$ cat config.mk
export PLATFORM = sky130hd
export DESIGN_NAME = lcd_responder_flat
export DESIGN_NICKNAME = d
export VERILOG_FILES = /design/src/rtl/lcd_pkg.sv /design/src/rtl/lcd_responder_if.sv /design/src/rtl/lcd_ddram.sv /design/src/rtl/lcd_responder.sv /design/src/flat_wrapper.sv
export SDC_FILE = /design/constraint.sdc
export NUM_CORES = 2
export LEC_CHECK = 0
export CORE_UTILIZATION = 62
export CTS_BUF_LIST = sky130_fd_sc_hd__clkbuf_4 sky130_fd_sc_hd__clkbuf_8
export DETAILED_ROUTE_END_ITERATION = 8
export DONT_BUFFER_PORTS = 1
export PLACE_DENSITY = 0.85
export REMOVE_ABC_BUFFERS = 1
export SKIP_LAST_GASP = 1
export SYNTH_ARGS = -nofsm -noshare
export SYNTH_HDL_FRONTEND = slang
export SYNTH_SLANG_ARGS = --single-unit
$ cat constraint.sdc
create_clock -name clk -period 7.1 [get_ports clk]
set_input_delay 0.71 -clock clk [delete_from_list [all_inputs] [get_ports clk]]
set_output_delay 0.71 -clock clk [all_outputs]
set_load 0.02 [all_outputs]
$ cat src/rtl/lcd_pkg.sv
// lcd_pkg: shared command-bit positions, flag types, wrap addresses and timing defaults for the HD44780 responder.
package lcd_pkg;
   localparam int CLEAR_CYCLES_DEF = 38000;
   localparam int CMD_CYCLES_DEF   = 925;
   localparam int B_DDRAM = 7, B_CGRAM = 6, B_FUNC = 5, B_SHIFT = 4;
   localparam int B_DISP  = 3, B_ENTRY = 2, B_HOME = 1, B_CLEAR = 0;
   localparam int B_DL = 4, B_N = 3, B_SC = 3, B_RL = 2;
   localparam logic [6:0] L1_END = 7'h27, L2_START = 7'h40, ONE_LINE_END = 7'h4F, L2_END = 7'h67;
   localparam logic [7:0] BLANK = 8'h20;
   typedef struct packed {logic id; logic s;} entry_t;
   typedef struct packed {logic d; logic c; logic b;} disp_t;
   // Address counter step with HD44780 line wrap for one- and two-line modes.
   function automatic logic [6:0] ac_step(input logic [6:0] a, input logic inc, input logic n);
      if (n)
         return inc ? (a == L1_END ? L2_START : a == L2_END ? 7'h00 : a + 7'd1)
                    : (a == L2_START ? L1_END : a == 7'h00 ? L2_END : a - 7'd1);
      return inc ? (a == ONE_LINE_END ? 7'h00 : a + 7'd1) : (a == 7'h00 ? ONE_LINE_END : a - 7'd1);
   endfunction
endpackage

$ cat src/rtl/lcd_responder_if.sv
// lcd_responder_if: HD44780 parallel bus between an LCD controller (master) and the responder (slave).
interface lcd_responder_if;
   logic       lcd_rs, lcd_rw, lcd_e;
   logic [7:0] lcd_data_in, lcd_data_out;
   logic       lcd_data_oe;
   modport master (output lcd_rs, lcd_rw, lcd_e, lcd_data_in, input lcd_data_out, lcd_data_oe);
   modport slave (input lcd_rs, lcd_rw, lcd_e, lcd_data_in, output lcd_data_out, lcd_data_oe);
endinterface

$ cat src/rtl/lcd_ddram.sv
// lcd_ddram: 128x8 display RAM, one synchronous write port, two combinational read ports; contents are never reset.
module lcd_ddram (
   input  logic       clk,
   input  logic       we_i,
   input  logic [6:0] wa_i,
   input  logic [7:0] wd_i,
   input  logic [6:0] ra_i,
   output logic [7:0] rd_o,
   input  logic [6:0] ma_i,
   output logic [7:0] md_o
);
   logic [7:0] mem_q [128];
   always_ff @(posedge clk)
      if (we_i) mem_q[wa_i] <= wd_i;
   assign rd_o = mem_q[ra_i];
   assign md_o = mem_q[ma_i];
endmodule

$ cat src/rtl/lcd_responder.sv
// lcd_responder: HD44780-compatible LCD controller model answering a host on the parallel bus.
module lcd_responder
   import lcd_pkg::*;
#(
   parameter int CLEAR_CYCLES = CLEAR_CYCLES_DEF,
   parameter int CMD_CYCLES   = CMD_CYCLES_DEF
) (
   input  logic            clk,
   input  logic            rst_n,
   lcd_responder_if.slave  bus,
   input  logic [6:0]      mon_addr,
   output logic [7:0]      mon_data,
   output logic            busy,
   output logic [6:0]      ac,
   output logic [2:0]      disp_ctrl,
   output logic            busy_violation,
   output logic            cmd_error
);
   localparam int CW = $clog2((CLEAR_CYCLES > CMD_CYCLES ? CLEAR_CYCLES : CMD_CYCLES) + 1);
   logic [10:0]   s1_q, s2_q;
   logic          e_prev_q;
   logic [6:0]    ac_q, ac_d, clr_idx_q, clr_idx_d;
   entry_t        em_q, em_d;
   disp_t         disp_q, disp_d;
   logic          dl_q, dl_d, n_q, n_d, cg_q, cg_d, busy_q, busy_d, clr_q, clr_d;
   logic          bv_q, bv_d, ce_q, ce_d;
   logic [CW-1:0] cnt_q, cnt_d;
   logic          e_s, rs_s, rw_s, fall, wr_edge, acc, oe, we;
   logic [7:0]    d_s, rd_data;
   logic          unused_mode;
   assign {e_s, rs_s, rw_s, d_s} = s2_q;
   assign fall    = e_prev_q & ~e_s;
   assign wr_edge = fall & ~rw_s;
   assign acc     = wr_edge & ~busy_q;
   assign oe      = e_s & rw_s;
   // S and DL are tracked for fidelity but nothing here depends on them.
   assign unused_mode = ^{em_q.s, dl_q};
   always_comb begin
      ac_d      = ac_q;
      em_d      = em_q;
      disp_d    = disp_q;
      dl_d      = dl_q;
      n_d       = n_q;
      cg_d      = cg_q;
      ce_d      = 1'b0;
      bv_d      = wr_edge & busy_q;
      cnt_d     = cnt_q - CW'(cnt_q != '0);
      clr_d     = clr_q & (clr_idx_q != 7'h7F);
      clr_idx_d = clr_idx_q + 7'(clr_q);
      if (fall & rw_s & rs_s & ~cg_q) ac_d = ac_step(ac_q, em_q.id, n_q);
      if (acc) begin
         cnt_d = CW'(CMD_CYCLES);
         if (rs_s) begin
            if (!cg_q) ac_d = ac_step(ac_q, em_q.id, n_q);
         end else if (d_s[B_DDRAM]) begin
            ac_d = d_s[6:0];
            cg_d = 1'b0;
         end else if (d_s[B_CGRAM]) begin
            cg_d = 1'b1;
         end else if (d_s[B_FUNC]) begin
            if (d_s[B_DL]) begin
               dl_d = d_s[B_DL];
               n_d  = d_s[B_N];
            end else ce_d = 1'b1;
         end else if (d_s[B_SHIFT]) begin
            if (!d_s[B_SC]) ac_d = ac_step(ac_q, d_s[B_RL], n_q);
         end else if (d_s[B_DISP]) begin
            disp_d = disp_t'(d_s[2:0]);
         end else if (d_s[B_ENTRY]) begin
            em_d = entry_t'(d_s[1:0]);
         end else if (d_s[B_HOME]) begin
            ac_d  = '0;
            cnt_d = CW'(CLEAR_CYCLES);
         end else if (d_s[B_CLEAR]) begin
            ac_d      = '0;
            em_d.id   = 1'b1;
            cnt_d     = CW'(CLEAR_CYCLES);
            clr_d     = 1'b1;
            clr_idx_d = '0;
         end
      end
      busy_d = cnt_d != '0;
   end
   always_ff @(posedge clk or negedge rst_n)
      if (!rst_n) begin
         s1_q      <= '0;
         s2_q      <= '0;
         e_prev_q  <= 1'b0;
         ac_q      <= '0;
         em_q      <= '{id: 1'b1, s: 1'b0};
         disp_q    <= '0;
         dl_q      <= 1'b1;
         n_q       <= 1'b0;
         cg_q      <= 1'b0;
         busy_q    <= 1'b0;
         cnt_q     <= '0;
         clr_q     <= 1'b0;
         clr_idx_q <= '0;
         bv_q      <= 1'b0;
         ce_q      <= 1'b0;
      end else begin
         s1_q      <= {bus.lcd_e, bus.lcd_rs, bus.lcd_rw, bus.lcd_data_in};
         s2_q      <= s1_q;
         e_prev_q  <= e_s;
         ac_q      <= ac_d;
         em_q      <= em_d;
         disp_q    <= disp_d;
         dl_q      <= dl_d;
         n_q       <= n_d;
         cg_q      <= cg_d;
         busy_q    <= busy_d;
         cnt_q     <= cnt_d;
         clr_q     <= clr_d;
         clr_idx_q <= clr_idx_d;
         bv_q      <= bv_d;
         ce_q      <= ce_d;
      end
   // The clear sweep owns the write port; host writes cannot overlap it since busy covers the sweep.
   assign we = clr_q | (acc & rs_s & ~cg_q);
   lcd_ddram u_ddram (
      .clk  (clk),
      .we_i (we),
      .wa_i (clr_q ? clr_idx_q : ac_q),
      .wd_i (clr_q ? BLANK : d_s),
      .ra_i (ac_q),
      .rd_o (rd_data),
      .ma_i (mon_addr),
      .md_o (mon_data)
   );
   assign bus.lcd_data_oe  = oe;
   assign bus.lcd_data_out = oe ? (rs_s ? (cg_q ? 8'h00 : rd_data) : {busy_q, ac_q}) : 8'h00;
   assign busy             = busy_q;
   assign ac               = ac_q;
   assign disp_ctrl        = disp_q;
   assign busy_violation   = bv_q;
   assign cmd_error        = ce_q;
endmodule

$ cat src/flat_wrapper.sv
// flat-port wrapper written by rule: the top's interface ports become plain ports
module lcd_responder_flat import lcd_pkg::*;
#(
   parameter int CLEAR_CYCLES = CLEAR_CYCLES_DEF,
   parameter int CMD_CYCLES   = CMD_CYCLES_DEF
)
  (clk, rst_n, mon_addr, mon_data, busy, ac, disp_ctrl, busy_violation, cmd_error, bus_lcd_rs, bus_lcd_rw, bus_lcd_e, bus_lcd_data_in, bus_lcd_data_out, bus_lcd_data_oe);
  lcd_responder_if bus_i ();
  input  logic clk;
  input  logic rst_n;
  input  logic [6:0] mon_addr;
  output logic [7:0] mon_data;
  output logic busy;
  output logic [6:0] ac;
  output logic [2:0] disp_ctrl;
  output logic busy_violation;
  output logic cmd_error;
  input wire logic [$bits(bus_i.lcd_rs)-1:0] bus_lcd_rs;
  input wire logic [$bits(bus_i.lcd_rw)-1:0] bus_lcd_rw;
  input wire logic [$bits(bus_i.lcd_e)-1:0] bus_lcd_e;
  input wire logic [$bits(bus_i.lcd_data_in)-1:0] bus_lcd_data_in;
  output wire logic [$bits(bus_i.lcd_data_out)-1:0] bus_lcd_data_out;
  output wire logic [$bits(bus_i.lcd_data_oe)-1:0] bus_lcd_data_oe;
  assign bus_i.lcd_rs = bus_lcd_rs;
  assign bus_i.lcd_rw = bus_lcd_rw;
  assign bus_i.lcd_e = bus_lcd_e;
  assign bus_i.lcd_data_in = bus_lcd_data_in;
  assign bus_lcd_data_out = bus_i.lcd_data_out;
  assign bus_lcd_data_oe = bus_i.lcd_data_oe;
  lcd_responder #(.CLEAR_CYCLES(CLEAR_CYCLES), .CMD_CYCLES(CMD_CYCLES)) u_core (.clk(clk), .rst_n(rst_n), .bus(bus_i), .mon_addr(mon_addr), .mon_data(mon_data), .busy(busy), .ac(ac), .disp_ctrl(disp_ctrl), .busy_violation(busy_violation), .cmd_error(cmd_error));
endmodule
==> results.py <==
metrics = {
    "status": {
        "outcome": "finished, violations left",
        "violations": "DRC",
    },
    "timing": {
        "relSlewSlack_pct": 5.43,
        "worst_slew_pin_slew_ns": 1.42,
        "holdWs_ns": 0.347,
        "final.period_utilization_pct": 83.9,
        "finalCriticalPeriod_ns": 5.95,
        "skew_ns": 0.0337,
        "grt_setup_unrepaired": "no",
        "clock.fmax_ghz": 0.168,
        "slew_viol_final": 0,
        "setup_viol": 0,
        "setup_tns_ns": 0,
        "finalHoldViolCount": 0,
    },
    "clock_tree": {
        "cts_buffers": 170,
        "insertion_delay_ns": 0.85,
        "cts_root_buf": "clkbuf_8",
        "clock-sinks": 1087,
        "ctsHoldBuffers": 13,
        "htreeDepth": 4,
        "ctsResizeCount": 0,
        "postCtsSetupRepairBufs": 0,
        "clock_path_buffers": 3,
        "cts_tree": "done",
        "clkTransAtPathRegs_ns": 0.05,
    },
    "synth": {
        "yosysTopAreaCellShare_pct": 59.8,
        "syn_area_mm2": 0.0514,
        "synth_cells": 2703,
        "synth_common_cells": "edfxtp_1 (1,024), mux4_2 (582), nor2_1 (177)",
        "yosys-top-cells-area": "edfxtp_1 (60%), mux4_2 (26%), dfrtp_1 (3.0%), mux2i_1 (1.8%), nor2_1 (1.3%)",
        "synthArstFlopShare_pct": 5.80,
        "yosysMostFrequentCell": "edfxtp_1",
        "synth_edf_count": 1024,
        "synth_ff_type": "edfxtp_1",
        "synth.largest_area_cell": "edfxtp_1",
        "synthDistinctLibCells": 70,
        "yosys_warnings": 0,
        "ys_ff_latch": 1087,
        "avgSynthCellArea_um2": 19.0,
        "synth_seq_area_share_pct": 62.9,
    },
    "grt": {
        "grt.busiest_layer": "met2",
        "met2_usage_pct": 52.3,
        "overflow": 0,
        "antenna_found_initial": 5,
        "grt_pass1_wl_mm": 214,
        "grt_pass1_vias": 30417,
        "grt_use_total_pct": 35.8,
        "use_met3_pct": 12.5,
        "grt_max_degree": 257,
        "grt_use_met1_pct": 48.0,
    },
    "routing": {
        "via_per_inst": 7.82,
        "vias": 30829,
        "routedWlPerCell_um": 37.5,
        "drc": 2,
        "ant_nets": 0,
        "routed_wl_mm": 148,
        "drt-pass1-iter-count": 9,
        "drtIter0Drc": 5612,
    },
    "floorplan": {
        "io_pins": 50,
        "coreArea_mm2": 0.0821,
        "fp.dieArea_mm2": 0.0841,
        "start_util_pct": 62.6,
        "rows": 105,
        "die_w_um": 290,
        "die_h_um": 290,
    },
    "place": {
        "post-dp-hpwl_mm": 92.4,
        "place.gp.congestion": 0.975,
        "numPortBuffers": 0,
        "dp_cells": 3617,
    },
    "critical_path": {
        "reg2regPathDepth": 5,
        "critical_path_class": "reg2out",
        "arrival_ns": 5.24,
        "crit_path_start_kind": "flip-flop",
        "regToRegEndpoint": "u_core.u_ddram.mem_q[109][7]$_DFFE_PP_",
        "cp-end-kind": "primary output",
        "regToRegStartpoint": "u_core.ac[2]$_DFF_PN0_",
        "reg2reg_slack_ns": 2.40,
        "required_ns": 6.39,
        "cp_max_fo": 31,
    },
    "min_path": {
        "worstHoldPathCells": 0,
        "holdCritStartpoint": "u_core.s1_q[3]$_DFF_PN0_",
        "min_to": "u_core.s2_q[3]$_DFF_PN0_",
        "worstHoldPathType": "reg2reg",
    },
    "layout": {
        "area_growth_pct": 8.79,
        "fin_cells": 3944,
        "nFillCells": 4877,
        "fin_nets": 2758,
        "drive_above_1_share_pct": 32.9,
    },
    "flow_run": {
        "drv.max_cap_violation_count": 0,
    },
    "power": {
        "design_power_total_mw": 17.4,
        "clkPwrFrac_pct": 31.1,
        "p_sw_mw": 5.49,
        "seqPwrFrac_pct": 42.1,
        "power_frac_comb_pct": 26.8,
        "irDropWorstVdd_v": 0.000247,
        "p_leak_nw": 17.7,
        "powerDensity_mw_per_mm2": 311,
        "internal-power_mw": 11.9,
        "netSwitchingFraction_pct": 31.6,
    },
}
==> layer usage <==
| layer | share of wire (%) | vias to the layer above | wire [µm] |
|---|---|---|---|
| met2 | 45 | 3070 | 67000 |
| met4 | 6.3 | 8 | 9300 |
| met3 | 16 | 526 | 23200 |
| li1 | - | 11614 | - |
| met1 | 33 | 15611 | 48400 |
| met5 | 0.047 | - | 70 |
==> state kept, by name, summed over array words and instances (netlist names) <==
| signal | cells |
|---|---|
| u_core.s1_q | 11 |
| u_core.u_ddram.mem_q | 1024 |
| u_core.em_q | 1 |
| u_core.cnt_q | 16 |
| u_core.cg_q | 1 |
| u_core.ac | 7 |
| u_core.e_prev_q | 1 |
| u_core.n_q | 1 |
| u_core.busy | 1 |
| u_core.disp_ctrl | 3 |
| u_core.busy_violation | 1 |
| u_core.s2_q | 11 |
| u_core.cmd_error | 1 |
| u_core.clr_idx_q | 7 |
| u_core.clr_q | 1 |
==> stage by stage <==
| stage | utilization (%) | setup WS [ns] | instance area, µm² |
|---|---|---|---|
| 5_1_grt | 68.1 | 1.13 | 55900 |
| 3_3_place_gp | 63.7 | 2.45 | 52300 |
| 4_1_cts | 68.1 | 1.48 | 55900 |
| 3_5_place_dp | 63.7 | 2.41 | 52300 |
| 2_1_floorplan | - | -5.32 | 50400 |
| 6_report | 68.1 | 1.15 | 55900 |
==> critical path, stage by stage (launching register included) <==
cell and delay, ns:
dfrtp_4 0.73, clkinv_2 0.46, buf_4 0.60, nor2_1 0.17
a2111oi_0 1.15, a21oi_1 0.14, nand4_1 0.18, o221ai_1 0.12
o21ai_1 0.82
==> cells by family after synthesis <==
logic type / count (synthesis) / synth area share, %
adders and majority gates: 6 / 0.146
AOI/OAI and AO/OA: 250 / 3.28
DFF: 1087 / 62.9
xor gates and xnor gates: 20 / 0.341
muxes: 684 / 27.5
and+or+nand+nor: 434 / 3.81
buffers and inverters: 222 / 2.00
==> layout by cell type, fill, tap and decap left out, types with 18 or more instances in the layout <==
cell and count:
clkbuf_8 173, edfxtp_1 1024, nand2_1 111, clkbuf_4 55
a22oi_1 36, buf_4 45, dfrtp_1 58, o21ai_0 29
nor3_1 20, nand3_1 31, a21oi_1 56, clkinv_2 18
clkinv_1 45, nor2_1 176, mux4_2 582, mux2i_1 92
==> power groups by stage <==
stage | combinational (mW) | sequential, mW | clock [mW]
after global routing | 4.74 | 7.32 | 5.67
after floorplan | 3.56 | 7.82 | 0
after detailed placement | 4.47 | 7.44 | 0
final | 4.66 | 7.32 | 5.41
after global placement | 4.41 | 7.43 | 0
after CTS | 4.51 | 7.31 | 5.40
==> worst max-delay path by stage <==
stage                           start                   to  cells after the start
3_5_place_dp   u_core.ac[2]$_DFF_PN0_  bus_lcd_data_out[4]                      8
4_1_cts        u_core.ac[2]$_DFF_PN0_  bus_lcd_data_out[4]                      8
3_3_place_gp   u_core.ac[2]$_DFF_PN0_  bus_lcd_data_out[4]                      8
2_1_floorplan  u_core.ac[0]$_DFF_PN0_  bus_lcd_data_out[0]                      6
5_1_grt        u_core.ac[2]$_DFF_PN0_  bus_lcd_data_out[4]                      8
6_report       u_core.ac[2]$_DFF_PN0_  bus_lcd_data_out[4]                      8
==> final cells by class <==
type / count / area, µm² / area share [%]
multi-input combinational: 1394 / 18100 / 32.5
timing repair buffer: 63 / 586 / 1.05
tap: 1070 / 1340 / 2.39
clock inverter: 84 / 642 / 1.15
clock buffer: 228 / 2790 / 5.00
inverter: 16 / 61.3 / 0.110
antenna: 2 / 5.00 / 0.00895
sequential: 1087 / 32300 / 57.8
Power figures use the tool's default switching activity.
